==> src/rtl/mem_arbiter_pkg.sv <==
// mem_arbiter_pkg
//   Shared types and default widths for the memory-port arbiter.
//   mem_owner_t : which requester currently owns the memory port
//   arb_state_t : arbiter sequencing state
//   starve_width: width of a counter able to hold 0..smax (at least 1 bit)
package mem_arbiter_pkg;

    localparam int unsigned ADDR_W_DEF     = 8;
    localparam int unsigned DATA_W_DEF     = 15;
    localparam int unsigned LAT_DEF        = 1;
    localparam int unsigned STARVE_MAX_DEF = 4;

    // Latency counter width; covers LAT-1 for LAT in 1..7.
    localparam int unsigned CNT_W = 3;

    typedef enum logic [1:0] {
        NONE   = 2'd0,
        CORE   = 2'd1,
        LOADER = 2'd2
    } mem_owner_t;

    typedef enum logic {
        IDLE = 1'b0,
        BUSY = 1'b1
    } arb_state_t;

    function automatic int unsigned starve_width(input int unsigned smax);
        int unsigned w;
        w = $clog2(smax + 1);
        return (w < 1) ? 1 : w;
    endfunction

endpackage

==> src/rtl/mem_arbiter_arb_pick.sv <==
// arb_pick
//   Combinational owner selection between the core and the loader, plus the
//   next value of the starvation counter for the grant being made.
//   core_req, ld_req : pending requests
//   starve           : consecutive core grants made while the loader waited
//   winner           : NONE when nobody requests, else CORE or LOADER
//   starve_next      : counter value to load when the grant is taken
module arb_pick
    import mem_arbiter_pkg::*;
#(
    parameter int unsigned STARVE_MAX = STARVE_MAX_DEF,
    parameter int unsigned SW         = starve_width(STARVE_MAX)
) (
    input  logic          core_req,
    input  logic          ld_req,
    input  logic [SW-1:0] starve,
    output mem_owner_t    winner,
    output logic [SW-1:0] starve_next
);

    localparam logic [SW-1:0] SMAX = SW'(STARVE_MAX);

    always_comb begin
        winner      = NONE;
        starve_next = starve;
        if (ld_req && (!core_req || (starve == SMAX))) begin
            winner      = LOADER;
            starve_next = '0;
        end else if (core_req) begin
            winner = CORE;
            if (ld_req) begin
                // Saturating count of core wins over a waiting loader.
                starve_next = (starve == SMAX) ? SMAX : (starve + 1'b1);
            end else begin
                starve_next = '0;
            end
        end
    end

endmodule

==> src/rtl/mem_arbiter.sv <==
// mem_arbiter
//   Shares one memory port between the processor core and the loader/debug
//   port. Each access is granted from IDLE, held on the memory port for LAT
//   cycles, then completed with a one-cycle done pulse.
//   ph1, reset                 : clock, asynchronous active-high reset
//   core_req/we/adr/wdata      : core access request
//   core_gnt, core_done        : core accept / complete pulses
//   core_stall                 : core must hold (core_req & ~core_done)
//   ld_req/we/adr/wdata        : loader access request
//   ld_gnt, ld_done            : loader accept / complete pulses
//   rdata                      : read data, updated on read completion
//   mem_adr/we/wdata, mem_rdata: external memory port
module mem_arbiter
    import mem_arbiter_pkg::*;
#(
    parameter int unsigned ADDR_W     = ADDR_W_DEF,
    parameter int unsigned DATA_W     = DATA_W_DEF,
    parameter int unsigned LAT        = LAT_DEF,
    parameter int unsigned STARVE_MAX = STARVE_MAX_DEF
) (
    input  logic              ph1,
    input  logic              reset,

    input  logic              core_req,
    input  logic              core_we,
    input  logic [ADDR_W-1:0] core_adr,
    input  logic [DATA_W-1:0] core_wdata,
    output logic              core_gnt,
    output logic              core_done,
    output logic              core_stall,

    input  logic              ld_req,
    input  logic              ld_we,
    input  logic [ADDR_W-1:0] ld_adr,
    input  logic [DATA_W-1:0] ld_wdata,
    output logic              ld_gnt,
    output logic              ld_done,

    output logic [DATA_W-1:0] rdata,

    output logic [ADDR_W-1:0] mem_adr,
    output logic              mem_we,
    output logic [DATA_W-1:0] mem_wdata,
    input  logic [DATA_W-1:0] mem_rdata
);

    localparam int unsigned    SW       = starve_width(STARVE_MAX);
    localparam logic [CNT_W-1:0] CNT_INIT = CNT_W'(LAT - 1);

    arb_state_t       state;
    mem_owner_t       owner;
    logic [CNT_W-1:0] cnt;
    logic [SW-1:0]    starve;

    mem_owner_t       winner;
    logic [SW-1:0]    starve_next;

    arb_pick #(
        .STARVE_MAX (STARVE_MAX),
        .SW         (SW)
    ) u_pick (
        .core_req    (core_req),
        .ld_req      (ld_req),
        .starve      (starve),
        .winner      (winner),
        .starve_next (starve_next)
    );

    assign core_stall = core_req & ~core_done;

    always_ff @(posedge ph1 or posedge reset) begin
        if (reset) begin
            state     <= IDLE;
            owner     <= NONE;
            cnt       <= '0;
            starve    <= '0;
            rdata     <= '0;
            mem_adr   <= '0;
            mem_we    <= 1'b0;
            mem_wdata <= '0;
            core_gnt  <= 1'b0;
            core_done <= 1'b0;
            ld_gnt    <= 1'b0;
            ld_done   <= 1'b0;
        end else begin
            core_gnt  <= 1'b0;
            core_done <= 1'b0;
            ld_gnt    <= 1'b0;
            ld_done   <= 1'b0;

            case (state)
                IDLE: begin
                    if (winner != NONE) begin
                        owner  <= winner;
                        starve <= starve_next;
                        cnt    <= CNT_INIT;
                        state  <= BUSY;
                        if (winner == LOADER) begin
                            ld_gnt    <= 1'b1;
                            mem_adr   <= ld_adr;
                            mem_we    <= ld_we;
                            mem_wdata <= ld_wdata;
                        end else begin
                            core_gnt  <= 1'b1;
                            mem_adr   <= core_adr;
                            mem_we    <= core_we;
                            mem_wdata <= core_wdata;
                        end
                    end
                end

                BUSY: begin
                    if (cnt != '0) begin
                        cnt <= cnt - 1'b1;
                    end else begin
                        // mem_rdata is valid on the last access cycle only.
                        if (!mem_we) begin
                            rdata <= mem_rdata;
                        end
                        if (owner == LOADER) begin
                            ld_done <= 1'b1;
                        end else begin
                            core_done <= 1'b1;
                        end
                        mem_we <= 1'b0;
                        owner  <= NONE;
                        state  <= IDLE;
                    end
                end

                default: begin
                    state  <= IDLE;
                    owner  <= NONE;
                    mem_we <= 1'b0;
                end
            endcase
        end
    end

endmodule

==> config.mk <==
export PLATFORM = sky130hd
export DESIGN_NAME = mem_arbiter
export DESIGN_NICKNAME = d
export VERILOG_FILES = /design/src/rtl/mem_arbiter_pkg.sv /design/src/rtl/mem_arbiter_arb_pick.sv /design/src/rtl/mem_arbiter.sv
export SDC_FILE = /design/constraint.sdc
export NUM_CORES = 1
export LEC_CHECK = 0
export ABC_AREA = 1
export BUFFER_PORTS_ARGS = -buffer_cell sky130_fd_sc_hd__buf_2
export CORE_MARGIN = 2
export CORE_UTILIZATION = 43
export DETAILED_ROUTE_END_ITERATION = 10
export PLACE_DENSITY = 0.76
export SLEW_MARGIN = 0
export SYNTH_ARGS = -nofsm -noshare
export SYNTH_HDL_FRONTEND = slang
export SYNTH_SLANG_ARGS = --single-unit
==> constraint.sdc <==
create_clock -name ph1 -period 1.5 [get_ports ph1]
set_input_delay 0.225 -clock ph1 [delete_from_list [all_inputs] [get_ports ph1]]
set_output_delay 0.225 -clock ph1 [all_outputs]
set_load 0.01 [all_outputs]
==> results of run 1 <==
## final cells by class
cell class	instances	area share
multi-input cells	192	0.2616
repair buffers	125	0.2056
well taps	75	0.02779
flip-flops and latches	52	0.3853
inverters	77	0.08559
clock inverters	3	0.01371
clock buffers	5	0.02038
## kinds of logic (layout without fill, tap and decap cells)
family	Yosys count	after routing	synth area share
buffers and inverters	92	210	0.1511
adder cells (fa/ha/maj)	4	4	0.01963
flip-flops	52	52	0.5103
AO/OA/AOI/OAI	25	25	0.05201
AND/OR/NAND/NOR	161	163	0.2669
## report_power, final
group | switching, mW | total [mW] | internal [mW]
Clock | 0.470 | 0.972 | 0.503
Sequential | 0.160 | 1.84 | 1.68
Combinational | 0.627 | 1.11 | 0.480
## flip-flops by register name, summed over array words and instances (netlist names)
| name | count |
|---|---|
| mem_adr | 8 |
| mem_wdata | 15 |
| mem_we | 1 |
| core_done | 1 |
| cnt | 3 |
| starve | 3 |
| core_gnt | 1 |
| rdata | 15 |
| state | 1 |
| ld_done | 1 |
| owner | 2 |
| ld_gnt | 1 |
## through the flow
step	setup slack (ns)	area [um2]	hold WS (ns)	instances
global route	-0.01435	3377	0.1267	529
floorplan	0.01712	2550	0.3546	334
detailed placement	0.03271	3198	0.3149	514
finish	0.05317	3377	0.1398	529
CTS	0.01832	3323	0.1326	523
global placement	0.1101	3198	0.3014	514
## path summary, 6_finish.rpt
kind / endpoint / slack (ns) / cells after the start
setup / recovery: rdata[5]$_DFFE_PP0P_ / 0.05 / 7
hold / removal: rdata[12]$_DFFE_PP0P_ / 0.14 / 3
setup reg to reg: rdata[5]$_DFFE_PP0P_ / 0.05 / 7
hold reg to reg: ld_done$_DFF_PP0_ / 0.44 / 1
max in group asynchronous: cnt[0]$_DFFE_PP0P_ / 0.72 / 4
min in group asynchronous: mem_wdata[10]$_DFFE_PP0P_ / 0.52 / 4
## placed cells by master (no fill, tap or decap)
master           n
nor2_1           4
nand2_2          2
inv_1           75
clkbuf_8         5
inv_6            1
buf_4           11
or2_4            3
buf_6            1
o22ai_1          3
nor3_1           1
o21ai_0          4
clkinvlp_4       1
o21ai_2          1
buf_12           2
nand2_1        101
dlygate4sd3_1    1
inv_2            2
a21oi_1          2
ha_2             1
o21ai_1         15
dfrtp_1         52
buf_2          110
bufinv_16        1
nand3_1         52
ha_1             3
## critical path: stages (launching register included)
cell and delay (ns):
dfrtp_1 0.37, inv_1 0.07, ha_1 0.16, ha_2 0.20
nand2_2 0.08, or2_4 0.32, nand2_1 0.08, o21ai_1 0.06
## metal layers
| layer | part of all wire | up-vias |
|---|---|---|
| met5 | 0 | - |
| met4 | 0.0064 | 0 |
| met3 | 0.076 | 4 |
| met2 | 0.47 | 86 |
| met1 | 0.45 | 1112 |
| li1 | - | 1237 |
## repair_timing
item / 4_1_cts / 5_1_grt
buffers inserted: 0 / 4
hold buffers: 1 / 0
gates resized for setup: 0 / 4
setup endpoints to repair: 0 / 36
endpoints found under the hold margin: 52 / 0
==> flow_summary.yaml, run 1 <==
clock_tree:
  cts_tree: "done"
  cts-root-buf: "clkbuf_8"
  cts.clk_slew.worst_paths_ns: 0.10
  clk_latency_ns: 0.31
  clock_sinks: 52
  clock_path_buffers: 2
  h-tree-depth: 2
  cts_buffers: 5
logic_synthesis:
  synthTopCellsByCount: "nand2_1 (101), inv_1 (76), dfrtp_1 (52), nand3_1 (52), o21ai_1 (15)"
  syn_nets: 405
  yosys_warnings: 0
  synthCells: 334
  synth-main-ff-cell: "dfrtp_1"
  synthTopCellsByArea: "dfrtp_1 (51%), nand2_1 (15%), inv_1 (11%), nand3_1 (10%), o21ai_1 (2.9%)"
  yosysTopAreaCellShare: 0.5103
  yosysSeqAreaShare: 0.5103
  synth.largest_area_cell: "dfrtp_1"
  syn_area_per_cell_um2: 7.635
  synth-seq-cells: 52
  yosysMostFrequentCell: "nand2_1"
  async_flop_share: 1.000
  synth_area_um2: 2550
  yosys.cell_types.count: 20
  synth-edff-count: 0
global_route:
  grt_most_used_layer: "met2"
  grt_util_all_layers: 0.1861
  met2_usage: 0.3124
  grt_pass1_wl_mm: 9.515
  antenna_found_initial: 0
  grt_pass1_vias: 2209
  met3_usage: 0.04556
  grt_max_degree: 31
  grt-ovfl-total: 0
  use_met1: 0.2378
layout:
  multi_input_area_um2: 883.3
  drive_gt1_frac: 0.3106
  fillCellCount: 545
  nNetsFinal: 524
  diodes: 0
  register_area_um2: 1301
  final_util: 0.5807
  syn2layout_area_growth_pct: 32.43
power_and_ir_drop:
  total_power_mw: 3.916
  p_leak_nw: 2.082
  power.density_nw_per_um2: 1160
  peakVddDrop_mv: 0.5850
sta:
  setup_tns_ns: 0
  fin_crit_ns: 1.447
  worst_slew_pin_slew_ns: 0.3394
  period_share: 0.9646
  maxSlewHeadroom: 0.7737
  fin_skew_ns: 0.008295
  finalMaxSlewViolations: 0
  fmax_mhz: 691.2
  hold_viol_final: 0
  setup_viol: 0
placement:
  portBuffers: 110
  place_hpwl_mm: 4.437
  gp_congestion: 0.8027
setup_path:
  cp-start-kind: "flop"
  arrival_ns: 1.65
  critPathRequiredTime_ns: 1.70
  crit_type: "flop to flop"
  cp_max_fo: 8
  r2r-start: "cnt[1]$_DFFE_PP0P_"
  end_kind: "flop"
  critPathLaunch: "cnt[1]$_DFFE_PP0P_"
die:
  rows: 28
  dieWidth_um: 81.01
  die_area_um2: 6562
  placeableCoreArea_um2: 5816
  pin_count: 111
  die-height_um: 81.01
  initial_utilization: 0.4385
hold_path:
  worstHoldPathType: "primary input to flop"
  hold_start: "mem_rdata[12]"
routing:
  routed_wl_mm: 6.214
  vias_per_cell: 4.611
  dr_total_vias: 2439
  first_pass_iters: 4
  drc: 0
  drtAntennaViolNets: 0
  first_iter_violations: 109
  wl_per_cell_um: 11.75
job:
  max-cap-violations: 0
run_status:
  status: "finished, final reports clean"
(Power assumes the default switching activity.)
==> run 2: changes to the inputs <==
==> constraint.sdc (replaced) <==
create_clock -name ph1 -period 1.5 [get_ports ph1]
set_input_delay 0.45 -clock ph1 [delete_from_list [all_inputs] [get_ports ph1]]
set_output_delay 0.45 -clock ph1 [all_outputs]
set_load 0.01 [all_outputs]
==> run 2 against run 1 <==
Compared with the run above: die area is the same; critical path depth is the same; cell area grew 1.5%; critical endpoint is now rdata[9]$_DFFE_PP0P_; largest power group unchanged.
==> flow_summary.yaml, run 2 (synthesis results as in run 1) <==
layout:
  final_common_cell: "buf_2"
  fillCellCount: 535
  diodes: 0
  largestRegisters: "mem_wdata x15, rdata x15, mem_adr x8"
  final_util: 0.5895
  syn2layout_area_growth_pct: 34.45
  finalInstanceArea_um2: 3428
  final_cell_mix: "buf_2 (110), nand2_1 (99), inv_1 (74), nand3_1 (52), dfrtp_1 (51)"
  drive_gt1_frac: 0.3230
  nNetsFinal: 522
sta:
  worst_slew_pin_slew_ns: 0.3503
  finalMaxSlewViolations: 0
  hold_viol_final: 0
  period_share: 0.9417
  setup_ws_ns: 0.08751
  maxSlewHeadroom: 0.7660
  setup_tns_ns: 0
  hold_ws_ns: 0.1078
  fin_skew_ns: 0.009370
  fin_crit_ns: 1.412
  fmax_mhz: 708.0
  setup_viol: 0
clock_tree:
  clock_path_buffers: 2
  ctsHoldBuffers: 0
  cts_tree: "done"
  clk_latency_ns: 0.30
  cts.clk_slew.worst_paths_ns: 0.10
  cts-root-buf: "clkbuf_8"
  cts_buffers: 5
  clock_sinks: 52
  h-tree-depth: 2
setup_path:
  rr_worst_depth: 7
  cp-start-kind: "flop"
  reg2reg_to: "rdata[9]$_DFFE_PP0P_"
  r2r-start: "cnt[0]$_DFFE_PP0P_"
  critPathLaunch: "cnt[0]$_DFFE_PP0P_"
  arrival_ns: 1.61
  cp_max_fo: 8
  crit_type: "flop to flop"
  endpoint: "rdata[9]$_DFFE_PP0P_"
  rrSetupSlack_ns: 0.09
  end_kind: "flop"
  critPathRequiredTime_ns: 1.70
global_route:
  grt_pass1_wl_mm: 9.218
  grt_max_degree: 31
  antenna_found_initial: 0
  grt-ovfl-total: 0
  grt_util_all_layers: 0.1807
  grt_pass1_vias: 2135
power_and_ir_drop:
  power.switching_mw: 1.254
  swShare: 0.3199
  pwr-share-clk: 0.246
  peakVddDrop_mv: 0.6482
  seq_power_share: 0.470
  power.density_nw_per_um2: 1144
  p_leak_nw: 2.085
  p_int_mw: 2.666
  power_frac_comb: 0.284
routing:
  first_pass_iters: 4
  routed_wl_mm: 6.102
  vias_per_cell: 4.683
  dr_total_vias: 2468
  drc: 0
  first_iter_violations: 96
  drtAntennaViolNets: 0
  wl_per_cell_um: 11.58
placement:
  place_hpwl_mm: 4.423
  portBuffers: 110
  place_ws_ns: 0.03458
  gp_congestion: 0.7777
  dpl-instance-area_um2: 3242
die:
  dieWidth_um: 81.01
  die_area_um2: 6562
  placeableCoreArea_um2: 5816
  pin_count: 111
  rows: 28
  die-height_um: 81.01
  initial_utilization: 0.4385
hold_path:
  worstHoldPathType: "primary input to asynchronous set/reset pin"
run_status:
  status: "finished, final reports clean"
job:
  max-cap-violations: 0
[run 2: changes by cell type in the layout (fill, tap and decap cells not counted), sizes merged]
cell | before | now
inv | 78 | 77
clkinvlp | 1 | 2
buf | 124 | 123
dlygate4sd3 | 1 | 0
[run 2: final cells by class]
| type | instances | area (um2) | area share |
|---|---|---|---|
| inverters | 77 | 292.8 | 0.08540 |
| clock buffers | 5 | 68.82 | 0.02007 |
| clock inverters | 3 | 46.29 | 0.01350 |
| multi-input cells | 192 | 914.6 | 0.2668 |
| repair buffers | 123 | 709.4 | 0.2069 |
| well taps | 75 | 93.84 | 0.02737 |
| flip-flops and latches | 52 | 1303 | 0.3799 |
[run 2: stage by stage]
stage	std cells	power (mW)
after floorplan	334	2.457
after global placement	516	2.906
after detailed placement	516	2.946
after CTS	524	3.923
after global routing	527	4.176
final	527	3.920
[run 2: critical path, cell delays in order (launching register included)]
cell     delay, ns
dfrtp_1       0.41
inv_1         0.07
ha_2          0.20
ha_4          0.15
nand2_4       0.06
or2_4         0.30
nand2_1       0.06
o21ai_1       0.06
[run 2: worst min-delay path by stage]
stage / endpoint
4_1_cts: rdata[13]$_DFFE_PP0P_
3_5_place_dp: ld_done$_DFF_PP0_
2_1_floorplan: ld_done$_DFF_PP0_
6_report: mem_wdata[5]$_DFFE_PP0P_
5_1_grt: mem_wdata[5]$_DFFE_PP0P_
3_3_place_gp: ld_done$_DFF_PP0_
[run 2: routing by layer]
layer | track usage | up-vias | share of wire | wire length [um]
li1 | - | 1242 | - | -
met5 | 0 | - | 0 | 0
met2 | 0.3091 | 88 | 0.48 | 2952
met1 | 0.2191 | 1130 | 0.43 | 2640
met3 | 0.04556 | 8 | 0.073 | 444
met4 | 0.06949 | 0 | 0.011 | 65
[run 2: repair_timing]
item | 4_1_cts | 5_1_grt
setup buffers | 0 | 1
setup endpoints to repair | 0 | 40
gates resized for setup | 0 | 15
[run 2: power by group through the flow]
stage                     combinational, mW  clock (mW)  sequential [mW]
after CTS                              1.09       0.997             1.83
after global routing                   1.26        1.04             1.87
after global placement                 1.05           0             1.86
after detailed placement               1.09           0             1.86
final                                  1.11       0.964             1.84
after floorplan                       0.485           0             1.97
==> run 3: changes to the inputs <==
Settings changed: ABC_AREA 1 to not set, CORE_UTILIZATION 43 to 35, PLACE_DENSITY 0.76 to not set.
==> run 3 against run 2 <==
Compared with the run above: the flow now finishes with violations (negative setup slack); register-to-register slack worse by 0.15 ns; combinational power grew 7%; setup slack worse by 0.15 ns; count of clock-buffer cells in the layout rose by 1; worst hold slack improved by 0.038 ns; clock skew rose by 0.0026 ns.
==> flow_summary.yaml, run 3 <==
logic_synthesis:
  synth_area_um2: 2531
  async_flop_share: 1.000
  syn_area_per_cell_um2: 10.86
  yosys_warnings: 0
  yosysSeqAreaShare: 0.5141
  syn_nets: 304
  synthTopCellsByCount: "nand2_1 (53), dfrtp_1 (52), nand4_1 (23), o211ai_2 (20), mux2_2 (9)"
  yosysMostFrequentCell: "nand2_1"
  yosysTopAreaCellShare: 0.5141
  synth-seq-cells: 52
  synthCells: 233
  yosys.cell_types.count: 31
  synth-edff-count: 0
  synth.largest_area_cell: "dfrtp_1"
  synth-main-ff-cell: "dfrtp_1"
  synthTopCellsByArea: "dfrtp_1 (51%), o211ai_2 (9.9%), nand2_1 (7.9%), nand4_1 (5.7%), mux2_2 (4.0%)"
sta:
  fmax_mhz: 641.2
  fin_crit_ns: 1.559
  fin_skew_ns: 0.01193
  period_share: 1.040
  setup_ws_ns: -0.05950
  finalMaxSlewViolations: 0
  worst_slew_pin_slew_ns: 0.4283
  rsz0062_at_grt: "yes"
  hold_viol_final: 0
  setup_viol: 8
  maxSlewHeadroom: 0.7138
run_status:
  violations: "negative setup slack"
  status: "finished with violations"
die:
  die-height_um: 89.04
  die_area_um2: 7928
  initial_utilization: 0.3547
  placeableCoreArea_um2: 7137
  rows: 31
  dieWidth_um: 89.04
  pin_count: 111
clock_tree:
  clock_sinks: 52
  cts_buffers: 5
  cts.clk_slew.worst_paths_ns: 0.09
  ctsHoldBuffers: 0
  cts_tree: "done"
  cts-root-buf: "clkbuf_8"
  clk_latency_ns: 0.30
  h-tree-depth: 2
  clock_path_buffers: 2
setup_path:
  critPathRequiredTime_ns: 1.69
  crit_path_max_incr_delay_ns: 0.39
  cp-start-kind: "flop"
  crit_chain: "inv_1 -> ha_2 -> ha_4 -> nand2_4 -> or2_4 -> mux2_4"
  end_kind: "flop"
  arrival_ns: 1.75
  crit_type: "flop to flop"
  worst_path_max_delay_cell: "dfrtp_1"
  crit_buf_inv: 1
  cp_max_fo: 8
  critical_path.top_delay_family: "flip-flops"
placement:
  place_hpwl_mm: 4.568
  gp_congestion: 0.7787
  portBuffers: 110
  place_ws_ns: -0.1239
power_and_ir_drop:
  peakVddDrop_mv: 0.3865
  p_leak_nw: 1.742
  power.density_nw_per_um2: 1126
routing:
  vias_per_cell: 4.733
  first_pass_iters: 5
  wl_per_cell_um: 13.70
  drc: 0
  routed_wl_mm: 6.218
  first_iter_violations: 65
  drtAntennaViolNets: 0
  dr_total_vias: 2149
global_route:
  grt-ovfl-total: 0
  grt_max_degree: 30
  antenna_found_initial: 0
  grt_util_all_layers: 0.1505
  grt_pass1_wl_mm: 9.246
  grt_pass1_vias: 1952
layout:
  drive_gt1_frac: 0.5268
  final_common_cell: "buf_2"
  multi_input_area_um2: 1127
  diodes: 0
  largestRegisters: "mem_wdata x15, rdata x15, mem_adr x8"
  nNetsFinal: 425
  fillCellCount: 715
  register_area_um2: 1301
  final_cell_mix: "buf_2 (110), nand2_1 (53), dfrtp_1 (52), nand4_1 (23), o211ai_2 (20)"
  syn2layout_area_growth_pct: 38.11
  final_util: 0.4898
job:
  max-cap-violations: 0
hold_path:
  worstHoldPathType: "primary input to asynchronous set/reset pin"
run 3: where the power goes:
group / leakage, nW / switching [mW] / total (mW) / internal [mW]
clock: 0.0552 / 0.450 / 0.946 / 0.496
sequential: 0.643 / 0.143 / 1.80 / 1.66
combinational: 1.04 / 0.592 / 1.19 / 0.598
total: 1.74 / 1.18 / 3.94 / 2.75
run 3: final timing paths:
path,end,cells past startpoint,slack [ns],start
min in group ph1,rdata[12]$_DFFE_PP0P_,2,0.38,mem_rdata[12]
worst min register to register,ld_done$_DFF_PP0_,1,0.47,owner[0]$_DFFE_PP0P_
max in group asynchronous,starve[2]$_DFFE_PP0P_,3,0.92,reset
worst max register to register,rdata[11]$_DFFE_PP0P_,6,-0.06,cnt[0]$_DFFE_PP0P_
worst max-delay path,rdata[11]$_DFFE_PP0P_,6,-0.06,cnt[0]$_DFFE_PP0P_
worst min-delay path,rdata[0]$_DFFE_PP0P_,2,0.15,reset
run 3: cell families after synthesis:
group | after synthesis | synth area share
buf+inv | 28 | 0.06179
mux | 15 | 0.07563
fa+ha+maj | 4 | 0.01977
simple gates | 95 | 0.1794
compound gates | 39 | 0.1493
flops | 52 | 0.5141
run 3: metrics by stage:
stage	area, um2	instances	hold WS (ns)	setup TNS [ns]	total power [mW]
5_1_grt	3496	454	0.1520	-1.077	4.182
6_report	3496	454	0.1453	-0.4094	3.937
4_1_cts	3465	452	0.1479	-1.735	3.963
2_1_floorplan	2562	233	0.4287	-1.602	2.504
3_5_place_dp	3349	443	0.4595	-1.606	3.008
3_3_place_gp	3349	443	0.4516	-1.169	2.987
run 3: layout make-up:
cell class / count / area share
Tap cell: 99 / 0.03543
Sequential cell: 52 / 0.3722
Inverter: 8 / 0.009664
Clock buffer: 6 / 0.02076
Multi-Input combinational cell: 154 / 0.3225
Clock inverter: 2 / 0.01002
Timing Repair Buffer: 133 / 0.2294
run 3: per-layer routing:
| metal | part of all wire | global-route usage |
|---|---|---|
| met5 | 0 | 0 |
| met3 | 0.073 | 0.03970 |
| met4 | 0.0066 | 0.03799 |
| met1 | 0.46 | 0.2040 |
| met2 | 0.46 | 0.2415 |
run 3: worst reg2reg max path, stage by stage, from the launching register on:
cell and delay [ns]:
dfrtp_1 0.39, inv_1 0.06, ha_2 0.17, ha_4 0.14, nand2_4 0.06, or2_4 0.32
mux2_4 0.32
run 3: timing repair:
item	in CTS	in global routing
gates resized for setup	0	9
pin swaps	0	6
setup endpoints to repair	15	38
gates cloned	0	1
buffers inserted	1	2
